File: src/rtl/clk_div_bank.sv
// clk_div_bank: NUM_CH independent programmable dividers producing 50 % square waves or
// one-cycle pulses, with shadowed divisor/mode updates applied at terminal count.
module clk_div_bank #(
    parameter int unsigned  NUM_CH      = 4,
    parameter int unsigned  CNT_W       = 20,
    parameter int unsigned  DEFAULT_DIV = 5000,
    localparam int unsigned CH_W        = (NUM_CH > 1) ? $clog2(NUM_CH) : 1
) (
    input  logic              clk,
    input  logic              rst_n,
    input  logic [NUM_CH-1:0] en,
    input  logic              sync_restart,
    input  logic              cfg_we,
    input  logic [CH_W-1:0]   cfg_ch,
    input  logic [CNT_W-1:0]  cfg_div,
    input  logic              cfg_mode,
    output logic [NUM_CH-1:0] clk_out,
    output logic [NUM_CH-1:0] tick,
    output logic [NUM_CH-1:0] cfg_pending
);

    localparam logic [CNT_W-1:0] DefDiv =
        (DEFAULT_DIV == 0) ? CNT_W'(1) : CNT_W'(DEFAULT_DIV);

    // A divisor of zero behaves exactly like one, so normalise it on the way in.
    logic [CNT_W-1:0] wr_div;
    assign wr_div = (cfg_div == '0) ? CNT_W'(1) : cfg_div;

    for (genvar i = 0; i < NUM_CH; i++) begin : g_ch
        logic [CNT_W-1:0] cnt_q, cnt_d;
        logic [CNT_W-1:0] div_q, div_d;
        logic [CNT_W-1:0] sdiv_q, sdiv_d;
        logic             mode_q, mode_d;
        logic             smode_q, smode_d;
        logic             pend_q, pend_d;
        logic             out_q, out_d;
        logic             tick_q, tick_d;
        logic             run_q;
        logic             wr, tc, flush, direct;

        assign wr = cfg_we && (cfg_ch == CH_W'(i));
        assign tc = (cnt_q == div_q - CNT_W'(1));

        always_comb begin
            cnt_d   = cnt_q;
            out_d   = out_q;
            tick_d  = 1'b0;
            div_d   = div_q;
            mode_d  = mode_q;
            sdiv_d  = sdiv_q;
            smode_d = smode_q;
            pend_d  = pend_q;
            flush   = 1'b0;
            direct  = 1'b0;

            if (sync_restart) begin
                cnt_d  = '0;
                out_d  = 1'b0;
                flush  = 1'b1;
                direct = 1'b1;
            end else if (!en[i] || !run_q) begin
                // Idle, or the first enabled edge: hold at zero so the first TC lands D edges on.
                cnt_d = '0;
                out_d = 1'b0;
                flush = 1'b1;
            end else if (tc) begin
                cnt_d  = '0;
                tick_d = 1'b1;
                out_d  = mode_q ? 1'b1 : ~out_q;
                flush  = 1'b1;
                direct = 1'b1;
            end else begin
                cnt_d = cnt_q + CNT_W'(1);
                if (mode_q) begin
                    out_d = 1'b0;
                end
            end

            if (wr) begin
                sdiv_d  = wr_div;
                smode_d = cfg_mode;
                if (direct) begin
                    div_d  = wr_div;
                    mode_d = cfg_mode;
                    pend_d = 1'b0;
                end else begin
                    pend_d = 1'b1;
                end
            end else if (pend_q && flush) begin
                div_d  = sdiv_q;
                mode_d = smode_q;
                pend_d = 1'b0;
            end
        end

        always_ff @(posedge clk or negedge rst_n) begin
            if (!rst_n) begin
                cnt_q   <= '0;
                div_q   <= DefDiv;
                mode_q  <= 1'b0;
                sdiv_q  <= DefDiv;
                smode_q <= 1'b0;
                pend_q  <= 1'b0;
                out_q   <= 1'b0;
                tick_q  <= 1'b0;
                run_q   <= 1'b0;
            end else begin
                cnt_q   <= cnt_d;
                div_q   <= div_d;
                mode_q  <= mode_d;
                sdiv_q  <= sdiv_d;
                smode_q <= smode_d;
                pend_q  <= pend_d;
                out_q   <= out_d;
                tick_q  <= tick_d;
                run_q   <= en[i];
            end
        end

        assign clk_out[i]     = out_q;
        assign tick[i]        = tick_q;
        assign cfg_pending[i] = pend_q;
    end

endmodule

File: config.mk
export PLATFORM = sky130hd
export DESIGN_NAME = clk_div_bank
export DESIGN_NICKNAME = d
export VERILOG_FILES = /design/src/rtl/clk_div_bank.sv
export SDC_FILE = /design/constraint.sdc
export NUM_CORES = 1
export LEC_CHECK = 0
export ABC_CLOCK_PERIOD_IN_PS = 4100
export BUFFER_PORTS_ARGS = -buffer_cell sky130_fd_sc_hd__clkbuf_2
export CORE_MARGIN = 4
export CORE_UTILIZATION = 55
export CTS_CLUSTER_DIAMETER = 40
export DETAILED_ROUTE_END_ITERATION = 10
export PLACE_DENSITY = 0.78
export SETUP_SLACK_MARGIN = 0.05
export SLEW_MARGIN = 20
export SYNTH_ARGS = -nofsm -noshare
export SYNTH_HDL_FRONTEND = slang
export SYNTH_SLANG_ARGS = --single-unit
File: constraint.sdc
create_clock -name clk -period 4.1 [get_ports clk]
set_clock_uncertainty 0.15 [all_clocks]
set_input_delay 0 -clock clk [delete_from_list [all_inputs] [get_ports clk]]
set_output_delay 0 -clock clk [all_outputs]
set_load 0.02 [all_outputs]
== Yosys cells after proc, flatten, opt, wreduce, memory -nomap -nowiden ==
Index checks and enable logic that the tools add are counted.

* Register bits: 264
* Input port bits: 31
* Output and inout port bits: 12
* Logic and storage cells: 186

* Add/sub/neg operators: 8
* Eq/ne operators: 11
* Mux-type cells: 93
* Bitwise operators: 4
* Reductions and logical operators: 34

{| class="wikitable"
|+ Operators with widths
! operator !! number
|-
| two-way mux 20 bit || 25
|-
| adder 20 x 1 -> 20 bit, second input constant || 4
|-
| == test 20 bit || 4
|-
| subtractor 20 x 1 -> 20 bit, second input constant || 4
|-
| two-way mux 1 bit || 68
|-
| zero test 20 bit || 1
|-
| nonzero test 4 bit || 4
|-
| logical AND 1 bit || 8
|-
| zero test 1 bit || 8
|-
| inequality test 2 x 1 -> 1 bit, second input constant || 4
|-
| AND reduction 2 bit || 4
|-
| nonzero test 2 bit || 4
|-
| == test 2 bit, second input constant || 2
|-
| logical OR 1 bit || 4
|-
| inverter 1 bit || 4
|-
| == test 2 x 1 -> 1 bit, second input constant || 1
|-
| zero test 2 bit || 1
|}

== Longest topological paths before layout ==
Gate-level depths: netlist of run 1.

* Depth in word-level cells: 8
* Mapped depth: 12
* Depth with buffers taken out: 10

== Worst setup path before layout of run 1 ==
OpenSTA, ideal clock, no wires.

* Kind: register to register
* Start: register g_ch[2].div_q[11]
* End: register g_ch[2].div_q[19]
* Library setup time: 0.127 ns
* Arrival: 3.148 ns
* Data required time: 3.823 ns
* Slack: 0.675 ns
* Cell stages (with the launch flop): 11
* Path buffers: 2
* Clock period less this slack: 3.425 ns
* Path through: dfrtp_1 -> buf_6 -> or4_1 -> or3_1 -> xor2_1 -> or4_1 -> a211oi_2 -> o2111ai_2 -> a21oi_4 -> buf_12 -> mux2_1

* Longest elaborated chain between the ends: 8
* Elaborated cells between the ends (all ways): 11
* Those cells by class: add/sub: 1; eq/ne: 2; mux: 5; reduce/logical: 3

{| class="wikitable"
|+ RTL lines
! what !! line !! source
|-
| from (decl) || 31 || <nowiki>logic [CNT_W-1:0] div_q, div_d;</nowiki>
|-
| from (signal assigned) || 99 || <nowiki>div_q <= DefDiv;</nowiki>
|-
| from (signal assigned) || 109 || <nowiki>div_q <= div_d;</nowiki>
|-
| subtractor 20 x 1 -> 20 bit (*) || 42 || <nowiki>assign tc = (cnt_q == div_q - CNT_W'(1));</nowiki>
|-
| == test 20 bit (*) || 42 ||
|-
| two-way mux 1 bit (*) || 66 || <nowiki>end else if (tc) begin</nowiki>
|-
| two-way mux 1 bit || 61 || <nowiki>end else if (!en[i] || !run_q) begin</nowiki>
|-
| two-way mux 1 bit || 56 || <nowiki>if (sync_restart) begin</nowiki>
|-
| logical AND 1 bit || 89 || <nowiki>end else if (pend_q && flush) begin</nowiki>
|-
| nonzero test 2 bit (no line) || -- ||
|-
| AND reduction 2 bit (no line) (*) || -- ||
|}

Mark *: on every way between the ends. The rest lies on a longest branch, timed or not.
A chain may end at the register's enable or synchronous reset.

== Final worst setup path of run 1 ==
* Start: register g_ch[1].div_q[0]
* End: register g_ch[1].div_q[14]

* Longest elaborated chain between the ends: 8
* Elaborated cells between the ends (all ways): 11
* Those cells by class: add/sub: 1; eq/ne: 2; mux: 5; reduce/logical: 3

{| class="wikitable"
|+ RTL lines
! what !! line
|-
| from (decl) || 31
|-
| from (signal assigned) || 99
|-
| from (signal assigned) || 109
|-
| subtractor 20 x 1 -> 20 bit (*) || 42
|-
| == test 20 bit (*) || 42
|-
| two-way mux 1 bit (*) || 66
|-
| two-way mux 1 bit || 61
|-
| two-way mux 1 bit || 56
|-
| logical AND 1 bit || 89
|-
| nonzero test 2 bit (no line) || --
|-
| AND reduction 2 bit (no line) (*) || --
|}

Marks and branches as above.

==> flow_summary.yaml, run 1 <==
detailed_routing:
  drtAntennaViolNets: 0
  drt-met1-wl_microns: 14000
  first_iter_violations: 639
  wl_met3_microns: 1630
  first_pass_iters: 5
  drt-wirelength-per-cell_microns: 18.2
  vias: 9848
  route.detailed.drc: 0
  vias_per_cell: 5.79
  top_layer_used: "met4"
  wl_microns: 31000
  wl_met2_microns: 14900
critical_path:
  critical_path_class: "register to register"
  critPathCaptureType: "register"
  crit_required_ns: 4.34
  path_max_fanout: 21
  cp-start-kind: "register"
  cp.arrival_ns: 3.99
global_route:
  grt_overflow_total: 0
  track_usage_pct: 22.6
  grt_max_degree: 135
  antenna_found_initial: 0
  grt_pass1_vias: 10060
  grt_pass1_wl_microns: 52000
timing:
  tightest_slew_ns: 0.993
  fin_tns_setup_ns: 0
  hold_ws_ns: 0.0177
  finalCritPeriodShare_pct: 91.5
  period_minus_slack_ns: 3.75
  rsz0062_at_grt: "false"
  hold_violations: 0
  slew_viol_final: 0
  setup-violations-final: 0
  max_slew_margin_pct: 33.8
  max_freq_mhz: 267
synthesis:
  synthDistinctLibCells: 79
  synthesis.instances: 1275
  ys_warn_count: 0
  ys.flop_type: "dfrtp_1"
  syn_nets: 1314
  ys_seq_elements: 264
  syn_area_per_cell_sq_um: 10.9
  ys_seq_area_share_pct: 48.0
  syn_area_sq_um: 13900
  async_flop_share_pct: 100
  synth_edf_count: 0
clock_tree:
  clk_path_buf_depth: 3
  clk_pin_slew_worst_paths_ns: 0.06
  clkLatencyLatePin_ns: 0.52
  numCtsBuffers: 37
  ctsHtreeMaxLevel: 2
  cts_sinks: 264
  root_buffer: "clkbuf_16"
  cts_tree: "built"
power:
  peakVddDrop_mv: 0.389
  leakagePower_nw: 6.41
  power.density_nw_per_um2: 547
die:
  core-area_sq_um: 24500
  die_y_microns: 167
  start_util_pct: 56.5
  ioPinCount: 43
  die_area_sq_um: 27800
  die_w_microns: 167
  rows: 57
outcome:
  status: "completed"
place:
  place.gp.congestion: 0.887
  dp.final_hpwl_microns: 20800
  io_buffers: 42
layout:
  final_nets: 1390
  post-route-util_pct: 64.7
  antennaDiodeCount: 0
  fillCellCount: 1917
  drive_gt1_share_pct: 21.6
  area_growth_pct: 14.5
min_path:
  hold_class: "input pin to register"
run:
  maxCapViolCount: 0
## report_power, final
part	internal [W]	switching, W	total [W]
Clock	0.00180	0.00125	0.00306
Combinational	0.000955	0.000916	0.00187
Sequential	0.00316	0.000591	0.00376
Total	0.00592	0.00276	0.00869
## registers in the layout (all words and copies together), names as in the netlist
| register | cells |
|---|---|
| g_ch.pend_q | 4 |
| g_ch.sdiv_q | 80 |
| g_ch.cnt_q | 80 |
| g_ch.out_q | 4 |
| g_ch.smode_q | 4 |
| g_ch.tick_q | 4 |
| g_ch.run_q | 4 |
| g_ch.mode_q | 4 |
| g_ch.div_q | 80 |
## repair_timing
item                                    in CTS  in global routing
buffers inserted                             0                  1
endpoints found under the setup margin       0                 39
hold endpoints to repair                   304                  0
hold buffers                                31                  0
resized for setup                            0                  4
## worst paths after layout
path / start / endpoint / slack (ns) / cells past startpoint
max in group asynchronous: rst_n / g_ch[1].sdiv_q[9] / 2.67 / 3
hold reg to reg: g_ch[0].mode_q / g_ch[0].mode_q / 0.34 / 1
setup reg to reg: g_ch[1].div_q[0] / g_ch[1].div_q[14] / 0.35 / 11
setup / recovery: g_ch[1].div_q[0] / g_ch[1].div_q[14] / 0.35 / 11
hold / removal: en[3] / g_ch[3].run_q / 0.02 / 2
min in group asynchronous: rst_n / g_ch[0].cnt_q[16] / 0.06 / 2
## cell usage after synthesis, types with 19 or more instances
| cell | n | area (sq um) |
|---|---|---|
| inv_1 | 26 | 97.6 |
| dfrtp_1 | 224 | 5610 |
| nand3_1 | 48 | 240 |
| nor3_1 | 41 | 205 |
| clkbuf_1 | 32 | 120 |
| mux2_1 | 64 | 721 |
| xor2_1 | 63 | 552 |
| xnor2_1 | 95 | 832 |
| nand2_1 | 62 | 233 |
| mux2_2 | 85 | 957 |
| nand4_1 | 19 | 119 |
| nor2_1 | 155 | 582 |
| dfstp_2 | 40 | 1050 |
| nor4_1 | 31 | 194 |
| a21oi_1 | 19 | 95.1 |
## metrics by stage
| step | total power, W | std cells | area (sq um) | worst slack, ns |
|---|---|---|---|---|
| after floorplan | 0.00505 | 1275 | 13900 | 0.675 |
| after global placement | 0.00551 | 1604 | 14400 | 0.365 |
| after detailed placement | 0.00559 | 1604 | 14400 | 0.244 |
| after CTS | 0.00873 | 1700 | 15800 | 0.228 |
| after global routing | 0.00918 | 1701 | 15900 | 0.140 |
| final | 0.00869 | 1701 | 15900 | 0.349 |
## layer usage
metal,vias to the layer above,GRT usage (%)
met4,0,4.66
li1,4660,-
met5,-,0
met3,48,5.12
met1,4920,31.3
met2,220,36.9
## cells by family after synthesis
group                    synth area share, %
AO/OA/AOI/OAI                           5.11
XOR/XNOR                                9.98
adder cells (fa/ha/maj)                0.722
buffers and inverters                   3.23
flip-flops                              48.0
multiplexers                            14.6
AND/OR/NAND/NOR                         18.4
## area by class of cell
class	count	area [sq um]	area share, %
clock buffer	42	965	6.08
inverter	26	97.6	0.615
multi-input combinational	926	6800	42.8
timing repair buffer	96	741	4.66
sequential	264	6660	41.9
tap	324	405	2.55
clock inverter	23	215	1.36
## critical path, cell delays in order, from the launching register on
cell and delay, ns:
dfrtp_1 0.44, inv_1 0.09, ha_1 0.25, or4b_1 0.61, or3_1 0.40, a22oi_1 0.15
a21oi_1 0.06, nor4_1 0.28, nand4_1 0.29, a21oi_2 0.22, buf_4 0.30, mux2_1 0.38
## placed cells by master (no fill, tap or decap), drive strengths merged, types with 11 or more instances in the layout
cell type and instances:
nor4 32, o21ai 17, dfstp 40, or3 15, nand2 62, inv 38
nand2b 11, nand3b 16, xor2 63, dfrtp 224, and3 17, nor2 155
or4 14, nor3 42, dlygate4sd3 31, buf 24, xnor2 95, clkbuf 83
nand3 48, nand4 19, a211oi 11, a21oi 21, mux2 167
No activity file was read; power rests on OpenSTA's default activity.
==> run 2, diff against run 1 <==
--- a/config.mk
+++ b/config.mk
@@ -8,10 +8,10 @@
 export ABC_CLOCK_PERIOD_IN_PS = 4100
 export BUFFER_PORTS_ARGS = -buffer_cell sky130_fd_sc_hd__clkbuf_2
 export CORE_MARGIN = 4
-export CORE_UTILIZATION = 55
+export CORE_UTILIZATION = 50
 export CTS_CLUSTER_DIAMETER = 40
 export DETAILED_ROUTE_END_ITERATION = 10
-export PLACE_DENSITY = 0.78
+export PLACE_DENSITY = 0.72
 export SETUP_SLACK_MARGIN = 0.05
 export SLEW_MARGIN = 20
 export SYNTH_ARGS = -nofsm -noshare
==> run 2 against run 1 <==
First-iteration DRC count rose by 3.9%; fmax is 0.35% lower; via count decreased by 0.78%; wire length is 2.4% lower; register-to-register slack hardly changed; critical path type unchanged; largest cell class unchanged; largest power group unchanged.
==> flow_summary.yaml, run 2 (synthesized netlist as in run 1, its figures left out) <==
clock_tree:
  ctsHtreeMaxLevel: 2
  root_buffer: "clkbuf_16"
  clk_path_buf_depth: 3
  cts_tree: "built"
  numCtsBuffers: 35
  cts_sinks: 264
  clk_pin_slew_worst_paths_ns: 0.06
  post-cts-setup-buffers: 0
  clkLatencyLatePin_ns: 0.50
layout:
  area_growth_pct: 14.6
  top_regs: "g_ch.cnt_q (80), g_ch.div_q (80), g_ch.sdiv_q (80)"
  fillCellCount: 2231
  final_common_cell: "dfrtp_1"
  antennaDiodeCount: 0
  post-route-util_pct: 58.6
  final_nets: 1386
  final_cell_mix: "dfrtp_1 (224), nor2_1 (155), xnor2_1 (95)"
  fin_area_sq_um: 15900
  drive_gt1_share_pct: 20.8
detailed_routing:
  top_layer_used: "met4"
  route.detailed.drc: 0
  first_pass_iters: 5
  wl_met3_microns: 1500
  drt-wirelength-per-cell_microns: 17.3
  first_iter_violations: 664
  vias: 9771
  wl_met2_microns: 14000
  vias_per_cell: 5.60
  wl_microns: 30200
  drtAntennaViolNets: 0
  drt-met1-wl_microns: 14200
min_path:
  hold_class: "input pin to asynchronous set/reset pin"
run:
  maxCapViolCount: 0
timing:
  slew_viol_final: 0
  setup-violations-final: 0
  max_freq_mhz: 266
  hold_violations: 0
  tightest_slew_ns: 0.880
  max_slew_margin_pct: 41.3
  finalCritPeriodShare_pct: 91.8
  fin_tns_setup_ns: 0
  rsz0062_at_grt: "false"
  period_minus_slack_ns: 3.76
global_route:
  antenna_found_initial: 0
  grt_pass1_wl_microns: 51000
  grt_overflow_total: 0
  grt_max_degree: 114
  grt_pass1_vias: 9840
  track_usage_pct: 20.1
die:
  die_y_microns: 175
  start_util_pct: 51.2
  die_w_microns: 175
  die_area_sq_um: 30500
  core-area_sq_um: 27100
  ioPinCount: 43
  rows: 60
critical_path:
  crit_required_ns: 4.32
  critPathCaptureType: "register"
  crit_chain: "inv_1, ha_1, or4b_1, nor4_1, xnor2_1, or4b_1, nor4_1, a21o_1, and3_1, buf_12, mux2_1"
  crit_buf_inv: 2
  crit_slowest_cell: "or4b_1"
  path_delay_family: "simple AND/OR/NAND/NOR gates"
  cp.arrival_ns: 3.98
  cp-start-kind: "register"
  critPathMaxStageDelay_ns: 0.57
  path_max_fanout: 21
  critical_path_class: "register to register"
power:
  power_w: 0.00864
  leakagePower_nw: 6.39
  power.density_nw_per_um2: 543
  peakVddDrop_mv: 0.373
place:
  place.gp.congestion: 0.847
  dp.final_hpwl_microns: 20700
  dpl_cell_area_sq_um: 14400
  io_buffers: 42
outcome:
  status: "completed"
-- run 2: where the power goes --
| group | leakage [nW] | internal (W) | switching (W) |
|---|---|---|---|
| registers | 3.28 | 0.00316 | 0.000589 |
| clock network | 0.569 | 0.00189 | 0.00114 |
| logic | 2.55 | 0.000952 | 0.000904 |
-- run 2: per-stage QoR --
step | cells | setup WS, ns | hold WS, ns
floorplan | 1275 | 0.675 | -0.446
global placement | 1652 | 0.506 | -0.0200
detailed placement | 1652 | 0.340 | -0.0198
CTS | 1744 | 0.325 | 0.0120
global route | 1744 | 0.0854 | 0.0314
finish | 1744 | 0.336 | 0.00359
-- run 2: layout make-up --
| type | count | area [sq um] | area share, % |
|---|---|---|---|
| clock buffer | 45 | 933 | 5.87 |
| tap | 372 | 465 | 2.93 |
| multi-input combinational | 926 | 6780 | 42.7 |
| sequential | 264 | 6660 | 41.9 |
| clock inverter | 17 | 221 | 1.39 |
| timing repair buffer | 94 | 736 | 4.63 |
| inverter | 26 | 97.6 | 0.614 |
-- run 2: path summary, 6_finish.rpt --
kind,depth (start not counted),endpoint,start,slack (ns)
worst max-delay path,11,g_ch[3].div_q[4],g_ch[3].div_q[0],0.34
worst min-delay path,2,g_ch[0].cnt_q[17],rst_n,0.004
worst max register to register,11,g_ch[3].div_q[4],g_ch[3].div_q[0],0.34
worst min register to register,1,g_ch[1].mode_q,g_ch[1].mode_q,0.33
max in group asynchronous,3,g_ch[2].div_q[7],rst_n,2.73
min in group clk,2,g_ch[0].run_q,en[0],0.04
-- run 2: routing by layer --
| layer | global-route usage, % | vias to the layer above |
|---|---|---|
| li1 | - | 4645 |
| met1 | 28.8 | 4891 |
| met2 | 31.4 | 193 |
| met3 | 4.26 | 42 |
| met4 | 4.84 | 0 |
| met5 | 0 | - |
-- run 2: worst reg2reg max path: stages, from the launching register on --
cell and delay (ns):
dfrtp_1 0.44, inv_1 0.08, ha_1 0.21, or4b_1 0.58, nor4_1 0.41, xnor2_1 0.17
or4b_1 0.44, nor4_1 0.26, a21o_1 0.17, and3_1 0.19, buf_12 0.18, mux2_1 0.36
-- run 2: repair_timing --
item / 4_1_cts / 5_1_grt
gates resized for setup: 0 / 1
hold buffers: 30 / 0
endpoints found under the hold margin: 293 / 0
setup endpoints to repair: 0 / 22
